`config.mk`:
```
export PLATFORM = sky130hd
export DESIGN_NAME = qspi_bus_arbiter
export DESIGN_NICKNAME = d
export VERILOG_FILES = /design/src/rtl/qspi_arb_pkg.sv /design/src/rtl/qspi_arb_pad_mux.sv /design/src/rtl/qspi_bus_arbiter.sv
export SDC_FILE = /design/constraint.sdc
export NUM_CORES = 1
export LEC_CHECK = 0
export ABC_CLOCK_PERIOD_IN_PS = 2000
export BUFFER_PORTS_ARGS = -buffer_cell sky130_fd_sc_hd__buf_2
export CORE_UTILIZATION = 39
export CTS_BUF_LIST = sky130_fd_sc_hd__clkbuf_8
export CTS_CLUSTER_DIAMETER = 100
export CTS_CLUSTER_SIZE = 16
export DETAILED_ROUTE_END_ITERATION = 8
export PLACE_DENSITY_LB_ADDON = 0.25
export SLEW_MARGIN = 10
export SYNTH_ARGS = -nofsm -noshare
export SYNTH_HDL_FRONTEND = slang
export SYNTH_SLANG_ARGS = --single-unit
export TNS_END_PERCENT = 10
```
`constraint.sdc`:
```
create_clock -name clk_i -period 2 [get_ports clk_i]
set_input_delay 0.3 -clock clk_i [delete_from_list [all_inputs] [get_ports clk_i]]
set_output_delay 0.3 -clock clk_i [all_outputs]
set_load 0.01 [all_outputs]
```
`src/rtl/qspi_arb_pkg.sv`:
```
// Shared types and constants for the QSPI pad arbiter.
package qspi_arb_pkg;

    // Arbiter FSM states
    typedef enum logic [1:0] {
        ST_IDLE   = 2'd0,
        ST_OWN_M0 = 2'd1,
        ST_OWN_M1 = 2'd2,
        ST_GUARD  = 2'd3
    } arb_state_t;

    // Current pad owner, encoded exactly as presented on owner_o
    typedef enum logic [1:0] {
        OWN_NONE = 2'b00,
        OWN_M0   = 2'b01,
        OWN_M1   = 2'b10
    } arb_owner_t;

    // Pad levels while nobody owns the bus: flash deselected, lines released
    localparam logic       IDLE_SCLK = 1'b0;
    localparam logic       IDLE_CS_N = 1'b1;
    localparam logic [3:0] IDLE_DATA = 4'h0;
    localparam logic [3:0] IDLE_OEN  = 4'hF;

    // Winner selection from IDLE; prio_m1 forces m1 on a tie, otherwise
    // the master that did not own the bus last wins the tie.
    function automatic arb_state_t idle_pick(input logic m0_req,
                                             input logic m1_req,
                                             input logic prio_m1,
                                             input logic last_m1);
        arb_state_t pick;
        if (m0_req && m1_req) begin
            if (prio_m1 || !last_m1) begin
                pick = ST_OWN_M1;
            end else begin
                pick = ST_OWN_M0;
            end
        end else if (m0_req) begin
            pick = ST_OWN_M0;
        end else if (m1_req) begin
            pick = ST_OWN_M1;
        end else begin
            pick = ST_IDLE;
        end
        return pick;
    endfunction

endpackage

```
`src/rtl/qspi_arb_pad_mux.sv`:
```
// Combinational owner-to-pad steering. Only the owning master reaches the
// pads; with no owner the pads sit at deselected idle levels.
module qspi_arb_pad_mux
    import qspi_arb_pkg::*;
(
    input  arb_owner_t  owner,
    input  logic        m0_sclk,
    input  logic        m0_cs_n,
    input  logic [3:0]  m0_data_out,
    input  logic [3:0]  m0_oen,
    output logic [3:0]  m0_data_in,
    input  logic        m1_sclk,
    input  logic        m1_cs_n,
    input  logic [3:0]  m1_data_out,
    input  logic [3:0]  m1_oen,
    output logic [3:0]  m1_data_in,
    output logic        pad_sclk,
    output logic        pad_cs_n,
    output logic [3:0]  pad_data_out,
    output logic [3:0]  pad_oen,
    input  logic [3:0]  pad_data_in
);

    // Select pad drive and route pad input data to the owner only
    always_comb begin
        pad_sclk     = IDLE_SCLK;
        pad_cs_n     = IDLE_CS_N;
        pad_data_out = IDLE_DATA;
        pad_oen      = IDLE_OEN;
        m0_data_in   = 4'h0;
        m1_data_in   = 4'h0;
        case (owner)
            OWN_M0: begin
                pad_sclk     = m0_sclk;
                pad_cs_n     = m0_cs_n;
                pad_data_out = m0_data_out;
                pad_oen      = m0_oen;
                m0_data_in   = pad_data_in;
            end
            OWN_M1: begin
                pad_sclk     = m1_sclk;
                pad_cs_n     = m1_cs_n;
                pad_data_out = m1_data_out;
                pad_oen      = m1_oen;
                m1_data_in   = pad_data_in;
            end
            OWN_NONE: begin
                pad_sclk     = IDLE_SCLK;
                pad_cs_n     = IDLE_CS_N;
                pad_data_out = IDLE_DATA;
                pad_oen      = IDLE_OEN;
            end
            default: begin
                pad_sclk     = IDLE_SCLK;
                pad_cs_n     = IDLE_CS_N;
                pad_data_out = IDLE_DATA;
                pad_oen      = IDLE_OEN;
            end
        endcase
    end

endmodule

```
`src/rtl/qspi_bus_arbiter.sv`:
```
// Two-master QSPI pad arbiter. Ownership changes only when the owner has
// dropped its request with CS high; a guard interval with the flash
// deselected separates consecutive owners.
module qspi_bus_arbiter
    import qspi_arb_pkg::*;
#(
    parameter int GUARD_CYCLES = 4,
    parameter int GUARD_W      = 3
) (
    input  logic        clk_i,
    input  logic        reset_i,
    input  logic        prio_m1_i,
    input  logic        m0_req_i,
    output logic        m0_gnt_o,
    input  logic        m0_sclk_i,
    input  logic        m0_cs_ni,
    input  logic [3:0]  m0_data_o_i,
    input  logic [3:0]  m0_oen_i,
    output logic [3:0]  m0_data_i_o,
    input  logic        m1_req_i,
    output logic        m1_gnt_o,
    input  logic        m1_sclk_i,
    input  logic        m1_cs_ni,
    input  logic [3:0]  m1_data_o_i,
    input  logic [3:0]  m1_oen_i,
    output logic [3:0]  m1_data_i_o,
    output logic        qspi_sclk_o,
    output logic        qspi_cs_no,
    output logic [3:0]  qspi_data_o,
    output logic [3:0]  qspi_data_oen,
    input  logic [3:0]  qspi_data_i,
    output logic        busy_o,
    output logic [1:0]  owner_o
);

    localparam bit               GUARD_EN   = (GUARD_CYCLES > 32'sd0);
    localparam logic [GUARD_W-1:0] GUARD_LOAD =
        GUARD_EN ? GUARD_W'(GUARD_CYCLES - 32'sd1) : {GUARD_W{1'b0}};
    localparam logic [GUARD_W-1:0] GUARD_ONE  = GUARD_W'(32'd1);
    localparam logic [GUARD_W-1:0] GUARD_ZERO = {GUARD_W{1'b0}};

    arb_state_t         state_r;
    arb_state_t         state_s;
    logic [GUARD_W-1:0] guard_r;
    logic [GUARD_W-1:0] guard_s;
    logic               last_m1_r;
    logic               last_m1_s;
    arb_owner_t         owner_r;
    logic               m0_gnt_r;
    logic               m1_gnt_r;
    logic               busy_r;

    // State, guard counter, fairness history and registered grant outputs
    always_ff @(posedge clk_i) begin
        if (reset_i) begin
            state_r   <= ST_IDLE;
            guard_r   <= GUARD_ZERO;
            last_m1_r <= 1'b1;
            owner_r   <= OWN_NONE;
            m0_gnt_r  <= 1'b0;
            m1_gnt_r  <= 1'b0;
            busy_r    <= 1'b0;
        end else begin
            state_r   <= state_s;
            guard_r   <= guard_s;
            last_m1_r <= last_m1_s;
            m0_gnt_r  <= (state_s == ST_OWN_M0);
            m1_gnt_r  <= (state_s == ST_OWN_M1);
            busy_r    <= (state_s != ST_IDLE);
            case (state_s)
                ST_OWN_M0: owner_r <= OWN_M0;
                ST_OWN_M1: owner_r <= OWN_M1;
                default:   owner_r <= OWN_NONE;
            endcase
        end
    end

    // Next-state logic: grant in IDLE, hold until clean release, then guard
    always_comb begin
        state_s   = state_r;
        guard_s   = guard_r;
        last_m1_s = last_m1_r;
        case (state_r)
            ST_IDLE: begin
                state_s = idle_pick(m0_req_i, m1_req_i, prio_m1_i, last_m1_r);
            end
            ST_OWN_M0: begin
                if (!m0_req_i && m0_cs_ni) begin
                    last_m1_s = 1'b0;
                    if (GUARD_EN) begin
                        state_s = ST_GUARD;
                        guard_s = GUARD_LOAD;
                    end else begin
                        state_s = ST_IDLE;
                    end
                end else begin
                    state_s = ST_OWN_M0;
                end
            end
            ST_OWN_M1: begin
                if (!m1_req_i && m1_cs_ni) begin
                    last_m1_s = 1'b1;
                    if (GUARD_EN) begin
                        state_s = ST_GUARD;
                        guard_s = GUARD_LOAD;
                    end else begin
                        state_s = ST_IDLE;
                    end
                end else begin
                    state_s = ST_OWN_M1;
                end
            end
            ST_GUARD: begin
                if (guard_r == GUARD_ZERO) begin
                    state_s = ST_IDLE;
                end else begin
                    guard_s = guard_r - GUARD_ONE;
                end
            end
            default: begin
                state_s = ST_IDLE;
                guard_s = GUARD_ZERO;
            end
        endcase
    end

    assign m0_gnt_o = m0_gnt_r;
    assign m1_gnt_o = m1_gnt_r;
    assign busy_o   = busy_r;
    assign owner_o  = owner_r;

    qspi_arb_pad_mux u_pad_mux (
        .owner        (owner_r),
        .m0_sclk      (m0_sclk_i),
        .m0_cs_n      (m0_cs_ni),
        .m0_data_out  (m0_data_o_i),
        .m0_oen       (m0_oen_i),
        .m0_data_in   (m0_data_i_o),
        .m1_sclk      (m1_sclk_i),
        .m1_cs_n      (m1_cs_ni),
        .m1_data_out  (m1_data_o_i),
        .m1_oen       (m1_oen_i),
        .m1_data_in   (m1_data_i_o),
        .pad_sclk     (qspi_sclk_o),
        .pad_cs_n     (qspi_cs_no),
        .pad_data_out (qspi_data_o),
        .pad_oen      (qspi_data_oen),
        .pad_data_in  (qspi_data_i)
    );

endmodule

```
==> out/results.tsv <==
metric	value	unit
clock_sink_count	9	
cp_slowest_cell	a221o_1	
cp_slowest_stage_delay	0.40	ns
io_buffers	51	
hpwl	1.42	mm
io_pins	52	
tightest_slew	0.431	ns
placed_area	886	um^2
stdcell_count	141	
synthCells	76	
rows	14	
clkLatencyLatePin	0.23	ns
first_global_vias	699	
finalHoldViolations	0	
peakVddDrop	0.590	mV
synth_area	641	um^2
syn_to_final_growth	45.3	%
fin_setup_tns	0	ns
leakage	0.490	nW
avgSynthCellArea	8.43	um^2
reg2reg_slack	0.43	ns
ant_nets	0	
grt_pass1_wl	2.78	mm
ys_seq_area_share	28.1	%
first_pass_iters	4	
grt_max_degree	15	
fin_ws	0.194	ns
fmax	0.554	GHz
drt_iter0_markers	11	
cts_root_buf	clkbuf_8	
routed_wl	1.70	mm
end_kind	primary output	
die_height	42.5	um
ctsResizeCount	0	
gp_congestion	0.809	
htree_levels	1	
postCtsSetupRepairBufs	0	
rsz0062_at_grt	false	
fin_skew	0.00146	ns
setup_viol	0	
vias	722	
power_density	679	mW/mm^2
min_period_over_period	90.3	%
crit_path_cell_trace	inv_1, ha_1, a221o_1, buf_2	
maxSlewViolCount	0	
nNetsFinal	159	
syn_nets	109	
diodes	0	
clk_pin_slew	0.04	ns
finalPower	632	uW
cts_buffers	3	
hold_class	in -> reg	
drc	0	
critPathMaxFanout	14	
wire_per_inst	12.1	um
max_cap_viol_count	0	
crit_path_start_kind	flip-flop	
die-area	0.00181	mm^2
dp_cells	137	
arrival	1.51	ns
status	completed	
stdcell_area	931	um^2
whs	0.369	ns
initial_utilization	42.0	%
synth_cell_types	27	
fin_crit	1.81	ns
core	0.00152	mm^2
antenna_found_initial	0	
drive_gt1_share	44.8	%
viasPerCell	5.12	
postCtsHoldBufs	0	
die_x	42.5	um
cp.required	1.70	ns
yosys_warnings	0	
utilization	61.1	%
pre_cts_slack	0.420	ns
cts_tree	built	
grt_overflow	0	
cts_buffer_depth	2	
num-fill-cells	140	
timing.slew.headroom	71.3	%
synth_seq_cells	9	
critPathKind	reg -> out	
track_usage	19.8	%
==> routing by layer <==
metal	wire, um	vias up	part of all wire [%]	global-route usage (%)
met5	0	-	0	0
met4	0	0	0	1.88
met3	93	0	5.5	6.90
met2	926	23	54	39.1
met1	684	322	40	20.3
li1	-	377	-	-
==> worst paths after layout <==
kind,startpoint,endpoint,cells past startpoint
worst max-delay path,owner_o[1]$_SDFF_PP0_,qspi_cs_no,4
worst min-delay path,reset_i,m0_gnt_o$_SDFF_PP0_,2
worst max register to register,guard_r[0]$_SDFFE_PP0P_,guard_r[1]$_SDFFE_PP0P_,6
worst min register to register,guard_r[0]$_SDFFE_PP0P_,guard_r[0]$_SDFFE_PP0P_,2
==> synthesized netlist by cell type, drive strengths merged <==
cell type,number,area (um^2)
nor2b,1,6.26
inv,7,26.3
and4bb,2,25.0
nand2b,1,6.26
a211oi,1,12.5
a32o,1,10.0
nor2,9,33.8
and4b,1,10.0
buf,3,18.8
nand4,1,6.26
nand3b,1,7.51
a22oi,5,37.5
a211o,2,17.5
a221o,6,60.1
clkbuf,3,11.3
a21oi,3,18.8
a221oi,2,17.5
nand2,2,7.51
nor3,1,5.00
and2,8,50.1
dfxtp,9,180
a31oi,1,6.26
and3b,1,8.76
ha,4,50.1
a21o,1,7.51
==> layout make-up <==
| cell class | count | area (um^2) | share of cell area [%] |
|---|---|---|---|
| clock buffer | 3 | 41.3 | 4.44 |
| clock inverter | 1 | 3.75 | 0.403 |
| inverter | 7 | 26.3 | 2.82 |
| multi-input combinational | 54 | 404 | 43.4 |
| sequential | 9 | 180 | 19.4 |
| tap | 16 | 20.0 | 2.15 |
| timing repair buffer | 51 | 255 | 27.4 |
==> power breakdown <==
part / switching [mW] / total (mW) / internal, mW / leakage [nW]
registers: 0.0147 / 0.211 / 0.197 / 0.0740
clock network: 0.0658 / 0.199 / 0.133 / 0.0269
logic: 0.115 / 0.222 / 0.107 / 0.389
==> placed cells by master (no fill, tap or decap), types with 2 or more instances in the layout <==
| master | n |
|---|---|
| buf_2 | 51 |
| a22oi_1 | 5 |
| a221oi_1 | 2 |
| a21oi_1 | 2 |
| a211o_1 | 2 |
| inv_1 | 8 |
| clkbuf_8 | 3 |
| dfxtp_1 | 9 |
| and4bb_1 | 2 |
| nor2_1 | 9 |
| nand2_1 | 2 |
| a221o_1 | 6 |
| and2_1 | 8 |
| ha_1 | 4 |
==> registers in the layout, indices dropped and copies added, names as in the netlist <==
signal / flops
last_m1_r: 1
owner_o: 1
busy_o: 1
m0_gnt_o: 1
guard_r: 3
state_r: 2
==> worst max-delay path: cells and delay by family, from the launching register on <==
family	cells	cell delay, ns
buffers and inverters	2	0.20
DFF	1	0.36
adders and majority gates	1	0.32
AOI/OAI and AO/OA	1	0.40
==> kinds of logic after synthesis <==
family	count (synthesis)	share of synthesized area (%)
and+or+nand+nor	28	26.0
AOI/OAI and AO/OA	22	29.3
buffers and inverters	13	8.79
DFF	9	28.1
adders and majority gates	4	7.81
(Power assumes the default switching activity.)
